`src/rtl/mux_lut_gate_array.sv`:
```
// WIDTH-lane programmable 2-input logic unit: each lane is a 4:1 mux over a
// run-time loadable truth table, with a one-stage valid/ready output register.
module mux_lut_gate_array #(
  parameter int WIDTH = 8,
  parameter int NSLOT = 4,
  parameter int SW    = $clog2(NSLOT)
) (
  input  logic             clk,
  input  logic             rst_n,
  input  logic             in_valid,
  output logic             in_ready,
  input  logic [WIDTH-1:0] in_a,
  input  logic [WIDTH-1:0] in_b,
  input  logic [SW-1:0]    in_slot,
  output logic             out_valid,
  input  logic             out_ready,
  output logic [WIDTH-1:0] out_y,
  input  logic             cfg_start,
  input  logic [SW-1:0]    cfg_slot,
  input  logic             cfg_bit,
  output logic             cfg_busy,
  output logic             cfg_done
);

  typedef enum logic [0:0] {
    ST_IDLE = 1'b0,
    ST_LOAD = 1'b1
  } state_e;

  localparam logic [SW:0] NSLOT_W = (SW+1)'(NSLOT);

  // Power-up contents: XOR, XNOR, AND, OR; any further slots start empty.
  function automatic logic [3:0] tt_reset_val(input int idx);
    logic [3:0] val;
    case (idx)
      0:       val = 4'b0110;
      1:       val = 4'b1001;
      2:       val = 4'b1000;
      3:       val = 4'b1110;
      default: val = 4'b0000;
    endcase
    return val;
  endfunction

  // Two-level mux tree: b picks within each half, a picks the half.
  function automatic logic lane_mux(input logic [3:0] tt, input logic a, input logic b);
    logic lo;
    logic hi;
    lo = b ? tt[1] : tt[0];
    hi = b ? tt[3] : tt[2];
    return a ? hi : lo;
  endfunction

  state_e           state_q, state_d;
  logic [SW-1:0]    slot_q, slot_d;
  logic [1:0]       cnt_q, cnt_d;
  logic [3:0]       shadow_q, shadow_d;
  logic             done_q, done_d;
  logic             commit_s;
  logic [3:0]       tt_q [NSLOT];
  logic [3:0]       tt_d [NSLOT];
  logic             out_valid_q, out_valid_d;
  logic [WIDTH-1:0] out_y_q, out_y_d;
  logic [3:0]       sel_tt_s;
  logic [WIDTH-1:0] lane_y_s;
  logic             in_ready_s;
  logic             accept_s;

  // Config FSM next-state: the start cycle only latches the slot, then four data bits.
  always_comb begin
    state_d  = state_q;
    slot_d   = slot_q;
    cnt_d    = cnt_q;
    shadow_d = shadow_q;
    done_d   = 1'b0;
    commit_s = 1'b0;
    case (state_q)
      ST_IDLE: begin
        if (cfg_start) begin
          state_d  = ST_LOAD;
          slot_d   = cfg_slot;
          cnt_d    = 2'd0;
          shadow_d = 4'b0000;
        end else begin
          state_d  = ST_IDLE;
        end
      end
      ST_LOAD: begin
        shadow_d = {shadow_q[2:0], cfg_bit};
        if (cnt_q == 2'd3) begin
          commit_s = 1'b1;
          done_d   = 1'b1;
          state_d  = ST_IDLE;
          cnt_d    = 2'd0;
        end else begin
          cnt_d    = cnt_q + 2'd1;
        end
      end
      default: begin
        state_d = ST_IDLE;
      end
    endcase
  end

  // Config FSM state register.
  always_ff @(posedge clk or negedge rst_n) begin
    if (!rst_n) begin
      state_q  <= ST_IDLE;
      slot_q   <= '0;
      cnt_q    <= 2'd0;
      shadow_q <= 4'b0000;
      done_q   <= 1'b0;
    end else begin
      state_q  <= state_d;
      slot_q   <= slot_d;
      cnt_q    <= cnt_d;
      shadow_q <= shadow_d;
      done_q   <= done_d;
    end
  end

  // Atomic table write; an out-of-range target slot matches nothing and is dropped.
  always_comb begin
    for (int s = 0; s < NSLOT; s++) begin
      if (commit_s && ({1'b0, slot_q} == (SW+1)'(s))) begin
        tt_d[s] = shadow_d;
      end else begin
        tt_d[s] = tt_q[s];
      end
    end
  end

  // Truth-table storage.
  always_ff @(posedge clk or negedge rst_n) begin
    if (!rst_n) begin
      for (int s = 0; s < NSLOT; s++) begin
        tt_q[s] <= tt_reset_val(s);
      end
    end else begin
      for (int s = 0; s < NSLOT; s++) begin
        tt_q[s] <= tt_d[s];
      end
    end
  end

  // Slot select and per-lane evaluation; unknown slots yield an all-zero result.
  always_comb begin
    sel_tt_s = 4'b0000;
    if ({1'b0, in_slot} < NSLOT_W) begin
      sel_tt_s = tt_q[in_slot];
    end else begin
      sel_tt_s = 4'b0000;
    end
    for (int i = 0; i < WIDTH; i++) begin
      lane_y_s[i] = lane_mux(sel_tt_s, in_a[i], in_b[i]);
    end
  end

  assign in_ready_s = (state_q == ST_IDLE) && (!out_valid_q || out_ready);
  assign accept_s   = in_valid && in_ready_s;

  // Output stage: load on accept, clear valid on drain, otherwise hold.
  always_comb begin
    out_valid_d = out_valid_q;
    out_y_d     = out_y_q;
    if (accept_s) begin
      out_valid_d = 1'b1;
      out_y_d     = lane_y_s;
    end else if (out_ready) begin
      out_valid_d = 1'b0;
      out_y_d     = out_y_q;
    end else begin
      out_valid_d = out_valid_q;
      out_y_d     = out_y_q;
    end
  end

  // Output pipeline register.
  always_ff @(posedge clk or negedge rst_n) begin
    if (!rst_n) begin
      out_valid_q <= 1'b0;
      out_y_q     <= '0;
    end else begin
      out_valid_q <= out_valid_d;
      out_y_q     <= out_y_d;
    end
  end

  assign in_ready  = in_ready_s;
  assign out_valid = out_valid_q;
  assign out_y     = out_y_q;
  assign cfg_busy  = (state_q == ST_LOAD);
  assign cfg_done  = done_q;

endmodule

```
`config.mk`:
```
export PLATFORM = sky130hd
export DESIGN_NAME = mux_lut_gate_array
export DESIGN_NICKNAME = d
export VERILOG_FILES = /design/src/rtl/mux_lut_gate_array.sv
export SDC_FILE = /design/constraint.sdc
export NUM_CORES = 1
export LEC_CHECK = 0
export BUFFER_PORTS_ARGS = -buffer_cell sky130_fd_sc_hd__buf_2
export CAP_MARGIN = 20
export CORE_UTILIZATION = 35
export CTS_CLUSTER_DIAMETER = 100
export CTS_CLUSTER_SIZE = 10
export DETAILED_ROUTE_END_ITERATION = 8
export PLACE_DENSITY = 0.6
export REMOVE_ABC_BUFFERS = 1
export SKIP_LAST_GASP = 1
export SLEW_MARGIN = 20
export SYNTH_ARGS = -nofsm -noshare
export SYNTH_HDL_FRONTEND = slang
export SYNTH_SLANG_ARGS = --single-unit
```
`constraint.sdc`:
```
create_clock -name clk -period 1.8 [get_ports clk]
set_input_delay 0.36 -clock clk [delete_from_list [all_inputs] [get_ports clk]]
set_output_delay 0.36 -clock clk [all_outputs]
set_load 0.005 [all_outputs]
```
==> results.json, run 1 <==
{
  "status": "finished, final reports clean",
  "ys.flop_type": "dfrtp_1",
  "synth_edf_count": 0,
  "leakage_uw": 0.000905,
  "yosys_warnings": 0,
  "finalWirelength_mm": 3.65,
  "final_hold_viol_count": 0,
  "grt_setup_unrepaired": "false",
  "hpwl_mm": 2.62,
  "dr_wl_met3_um": 270,
  "crit_chain": "mux4_1, mux2_2, nand3_1, o311ai_1",
  "max-cap-violations": 0,
  "drcViolationCount": 0,
  "grtUsageTotal": 0.161,
  "required_ps": 1960,
  "final_util": 0.450,
  "slew_headroom": 0.690,
  "tns_ps": 0,
  "die_w_um": 70.4,
  "grt_pass1_wl_mm": 6.04,
  "hold_class": "in2async",
  "antenna_found_initial": 0,
  "fmax_mhz": 599,
  "post-route-min-period_ps": 1670,
  "crit_fanout": 8,
  "area_growth_pct": 21.3,
  "tritoncts": "built",
  "drt_iter0_drc": 71,
  "power.density_nw_per_um2": 1580,
  "cts.sinks": 35,
  "port_buffers": 37,
  "syn-cell-area_um2": 1640,
  "drv_slew": 0,
  "h-tree-depth": 2,
  "end_kind": "flip-flop",
  "async_flop_share": 1.00,
  "clock_path_buffers": 2,
  "slowest_stage": "mux4_1",
  "die_area_um2": 4950,
  "min_period_over_period": 0.927,
  "highest_layer": "met4",
  "die_h_um": 70.4,
  "insertedDiodeCount": 0,
  "drive_gt1_frac": 0.344,
  "pre_cts_ws_ps": -91.1,
  "worstMarginPinSlew_ps": 465,
  "cts_made_buffers": 5,
  "yosys.area.top_type": "dfrtp_1",
  "io_pins": 38,
  "ant_nets": 0,
  "dpl_cell_area_um2": 1900,
  "multi_input_area_um2": 719,
  "yosysUniqueCellTypes": 29,
  "fin_ws_ps": 132,
  "core_um2": 4410,
  "ys_ff_latch": 35,
  "nNetsFinal": 215,
  "core.rowCount": 24,
  "num_vias": 1309,
  "netlist_instances": 144,
  "gp_congestion": 0.807,
  "grt_overflow": 0,
  "finalSetupViolCount": 0,
  "syn-mean-instance-area_um2": 11.4,
  "clock_latency_ps": 290,
  "wl_per_cell_um": 15.1,
  "register_area_um2": 886,
  "grt_start_max_net_pins": 36,
  "critical_path.startpoint_type": "flip-flop",
  "fin_skew_ps": 6.96,
  "wl_met2_mm": 1.68,
  "ctsHoldBuffers": 0,
  "wirelength_met1_mm": 1.63,
  "ys_seq_area_frac": 0.541,
  "path_clk_slew_ps": 70,
  "critPathKind": "reg2reg",
  "max_stage_delay_ps": 650,
  "fillers": 436,
  "arrival_ps": 1830,
  "dr.pass1.iters": 4,
  "fin_area_um2": 1990,
  "viasPerCell": 5.43,
  "synthTopCellsByArea": "dfrtp_1 41%, dfstp_2 13%, mux2i_1 4.9%",
  "yosys.area.top_type_share": 0.413,
  "initial_core_util": 0.371,
  "grt_pass1_vias": 1242,
  "vdd.ir_drop.worst_v": 0.000743,
  "timing.hold.ws_ps": 97.2,
  "cts-root-buf": "clkbuf_8"
}
==> what timing repair did <==
action / 4_1_cts / 5_1_grt
resized for setup: 0 / 1
setup buffers: 0 / 0
endpoints found under the setup margin: 0 / 1
hold endpoints to repair: 0 / 0
==> routing by layer <==
layer  up-vias  global-route usage
met2        53               0.242
met3         9              0.0577
li1        619                   -
met4         0              0.0578
met1       628               0.212
met5         -                   0
==> final timing paths <==
path	startpoint	end	slack (ps)	depth (start not counted)
hold / removal	rst_n	out_y[1]	100	2
hold reg to reg	tt_q[8]	tt_q[8]	470	2
setup reg to reg	tt_q[15]	out_y[1]	130	4
setup / recovery	tt_q[15]	out_y[1]	130	4
min in group clk	in_b[5]	out_y[5]	270	2
max in group asynchronous	rst_n	tt_q[13]	1350	2
==> cells in the mapped netlist (all sizes together) (6+ instances only) <==
master,n
nand2,17
dfstp,8
nor2b,6
o21ai,13
dfrtp,27
nor2,11
mux2i,8
==> metrics by stage <==
step	instances	power, uW
after floorplan	140	2160
after global placement	233	2540
after detailed placement	233	2600
after CTS	241	3160
after global routing	241	3380
final	241	3130
==> state kept, by name, indices dropped and copies added, names as in the netlist <==
register and flops:
cfg_busy 1, cfg_done 1, cnt_q 2, out_valid 1, out_y 8, shadow_q 4, slot_q 2, tt_q 16
==> cells by family after synthesis <==
| family | count (synthesis) | synth area share |
|---|---|---|
| buffers and inverters | 9 | 0.0222 |
| multiplexers | 17 | 0.143 |
| flip-flops | 35 | 0.541 |
| adder cells (fa/ha/maj) | 1 | 0.00764 |
| AND/OR/NAND/NOR | 47 | 0.139 |
| AO/OA/AOI/OAI | 35 | 0.147 |
==> placed cells by master, fill, tap and decap left out, drive strengths merged, types with 2 or more instances in the layout <==
cell type	synthesis	final
o311ai	3	3
mux2i	8	8
nor2	11	11
nand3b	2	2
mux4	4	4
o21ai	13	13
nor2b	6	6
buf	2	41
nand3	5	5
dfstp	8	8
a22oi	3	3
a311oi	5	5
and2	2	2
a21oi	5	5
mux2	5	5
nand2	17	17
clkbuf	2	7
nor3b	2	2
a2111oi	5	5
dfrtp	27	27
inv	5	5
==> critical path: cells and delay by family (launching register included) <==
family / cells / cell delay, ps
flops: 1 / 390
mux: 2 / 970
simple gates: 1 / 80
compound gates: 1 / 110
==> layout make-up <==
| class | count | share of cell area |
|---|---|---|
| Clock buffer | 7 | 0.0384 |
| Clock inverter | 1 | 0.00252 |
| Inverter | 5 | 0.00945 |
| Multi-Input combinational cell | 100 | 0.362 |
| Sequential cell | 35 | 0.446 |
| Tap cell | 52 | 0.0328 |
| Timing Repair Buffer | 41 | 0.108 |
==> report_power, final <==
part | switching (uW) | internal [uW]
clock | 274 | 271
combinational | 600 | 546
sequential | 225 | 1210
No activity file was read; power rests on OpenSTA's default activity.
==> run 2, diff against run 1 <==
--- a/config.mk
+++ b/config.mk
@@ -7,11 +7,11 @@
 export LEC_CHECK = 0
 export BUFFER_PORTS_ARGS = -buffer_cell sky130_fd_sc_hd__buf_2
 export CAP_MARGIN = 20
-export CORE_UTILIZATION = 35
+export CORE_UTILIZATION = 28
 export CTS_CLUSTER_DIAMETER = 100
 export CTS_CLUSTER_SIZE = 10
 export DETAILED_ROUTE_END_ITERATION = 8
-export PLACE_DENSITY = 0.6
+export PLACE_DENSITY = 0.51
 export REMOVE_ABC_BUFFERS = 1
 export SKIP_LAST_GASP = 1
 export SLEW_MARGIN = 20
==> constraint.sdc (replaced) <==
create_clock -name clk -period 1.8 [get_ports clk]
set_input_delay 0.18 -clock clk [delete_from_list [all_inputs] [get_ports clk]]
set_output_delay 0.18 -clock clk [all_outputs]
set_load 0.005 [all_outputs]
==> run 2 against run 1 <==
First-iteration DRC count shrank 44%. Wire length grew 2.1%. Global-route usage is 2.8 points lower. Hold slack got worse by 1.0 ps. Sequential power hardly changed. Flip-flop and latch count is the same. Die area increased by 24%. Total power grew 1.5%. Clock skew fell by 2.4 ps. Largest cell class unchanged.
==> results.json, run 2 (synthesis results as in run 1) <==
{
  "status": "finished, final reports clean",
  "hold_class": "in2reg",
  "critPathKind": "reg2reg",
  "power.density_nw_per_um2": 1550,
  "cts-root-buf": "clkbuf_8",
  "crit_chain": "mux4_2, nor2b_1, a2111oi_1, a311oi_1",
  "drt_iter0_drc": 40,
  "largest_reg_flops": 16,
  "final_common_cell": "buf_2",
  "cts_resized": 0,
  "arrival_ps": 1850,
  "cts_made_buffers": 5,
  "grt_pass1_vias": 1186,
  "grt_start_max_net_pins": 26,
  "vdd.ir_drop.worst_v": 0.000632,
  "core.rowCount": 27,
  "worstMarginPinSlew_ps": 588,
  "drcViolationCount": 0,
  "clock_path_buffers": 2,
  "dpl_cell_area_um2": 1950,
  "fin_skew_ps": 4.52,
  "drv_slew": 0,
  "grt_pass1_wl_mm": 6.15,
  "die_h_um": 78.5,
  "end_kind": "flip-flop",
  "stdcell_count": 266,
  "grt_overflow": 0,
  "cts.sinks": 35,
  "hpwl_mm": 2.89,
  "initial_core_util": 0.294,
  "max_stage_delay_ps": 550,
  "dpl.cell_count": 256,
  "finalSetupViolCount": 0,
  "critical_path.startpoint_type": "flip-flop",
  "fmax_mhz": 586,
  "leakage_uw": 0.000926,
  "viasPerCell": 4.78,
  "slew_headroom": 0.608,
  "required_ps": 1940,
  "gp_congestion": 0.700,
  "clock_latency_ps": 280,
  "final_cell_mix": "37 x buf_2, 27 x dfrtp_1, 17 x nand2_1",
  "tns_ps": 0,
  "fin_area_um2": 2050,
  "ant_nets": 0,
  "final_util": 0.368,
  "wl_per_cell_um": 14.0,
  "core_um2": 5570,
  "drive_gt1_frac": 0.361,
  "dr.pass1.iters": 4,
  "fillers": 583,
  "io_pins": 38,
  "top_register": "tt_q",
  "post-route-min-period_ps": 1710,
  "nNetsFinal": 220,
  "die_area_um2": 6150,
  "max-cap-violations": 0,
  "port_buffers": 37,
  "crit_fanout": 7,
  "area_growth_pct": 25.5,
  "die_w_um": 78.5,
  "num_vias": 1271,
  "finalWirelength_mm": 3.72,
  "min_period_over_period": 0.949,
  "final_hold_viol_count": 0,
  "slowest_stage": "mux4_2",
  "antenna_found_initial": 0,
  "h-tree-depth": 2,
  "tritoncts": "built",
  "path_clk_slew_ps": 80,
  "grtUsageTotal": 0.133,
  "insertedDiodeCount": 0
}
run 2: worst max-delay path, delay by kind of cell (launching register included):
family           cells  cell delay [ps]
AO/OA/AOI/OAI        2              470
flip-flops           1              390
multiplexers         1              550
AND/OR/NAND/NOR      1              170
run 2: per-stage QoR:
step / setup WS, ps / power (uW) / hold slack [ps]
after floorplan: 223 / 2160 / -116
after global placement: 97.4 / 2610 / 209
after detailed placement: 69.4 / 2640 / 220
after CTS: 78.6 / 3220 / 82.6
after global routing: -0.970 / 3470 / 75.1
final: 92.5 / 3180 / 96.1
run 2: area by class of cell:
class	count	area [um^2]	area share
Timing Repair Buffer	46	255	0.124
Multi-Input combinational cell	100	714	0.348
Clock buffer	5	68.8	0.0335
Clock inverter	3	20.0	0.00975
Sequential cell	35	886	0.431
Inverter	5	18.8	0.00914
Tap cell	72	90.1	0.0439
run 2: repair_timing:
action | 4_1_cts | 5_1_grt
hold buffers | 1 | 0
setup endpoints to repair | 0 | 1
setup buffers | 0 | 1
endpoints found under the hold margin | 18 | 0
run 2: power by group:
group | switching, uW | leakage, uW | internal, uW
Clock | 292 | 0.0000402 | 269
Combinational | 603 | 0.000484 | 587
Sequential | 214 | 0.000402 | 1210
run 2: routing by layer:
metal / vias up / share of wire / GRT usage
li1: 630 / - / -
met2: 40 / 0.44 / 0.196
met3: 2 / 0.071 / 0.0512
met4: 0 / 0.0054 / 0.0444
met1: 599 / 0.48 / 0.177
met5: - / 0 / 0
run 2: path summary, 6_finish.rpt:
| kind | start | to | slack, ps | depth (start not counted) |
|---|---|---|---|---|
| min in group asynchronous | rst_n | tt_q[0] | 430 | 2 |
| setup / recovery | tt_q[0] | out_y[0] | 90 | 4 |
| hold / removal | in_b[3] | out_y[3] | 100 | 2 |
| setup reg to reg | tt_q[0] | out_y[0] | 90 | 4 |
| max in group asynchronous | rst_n | tt_q[7] | 760 | 3 |
| hold reg to reg | tt_q[1] | tt_q[1] | 460 | 2 |
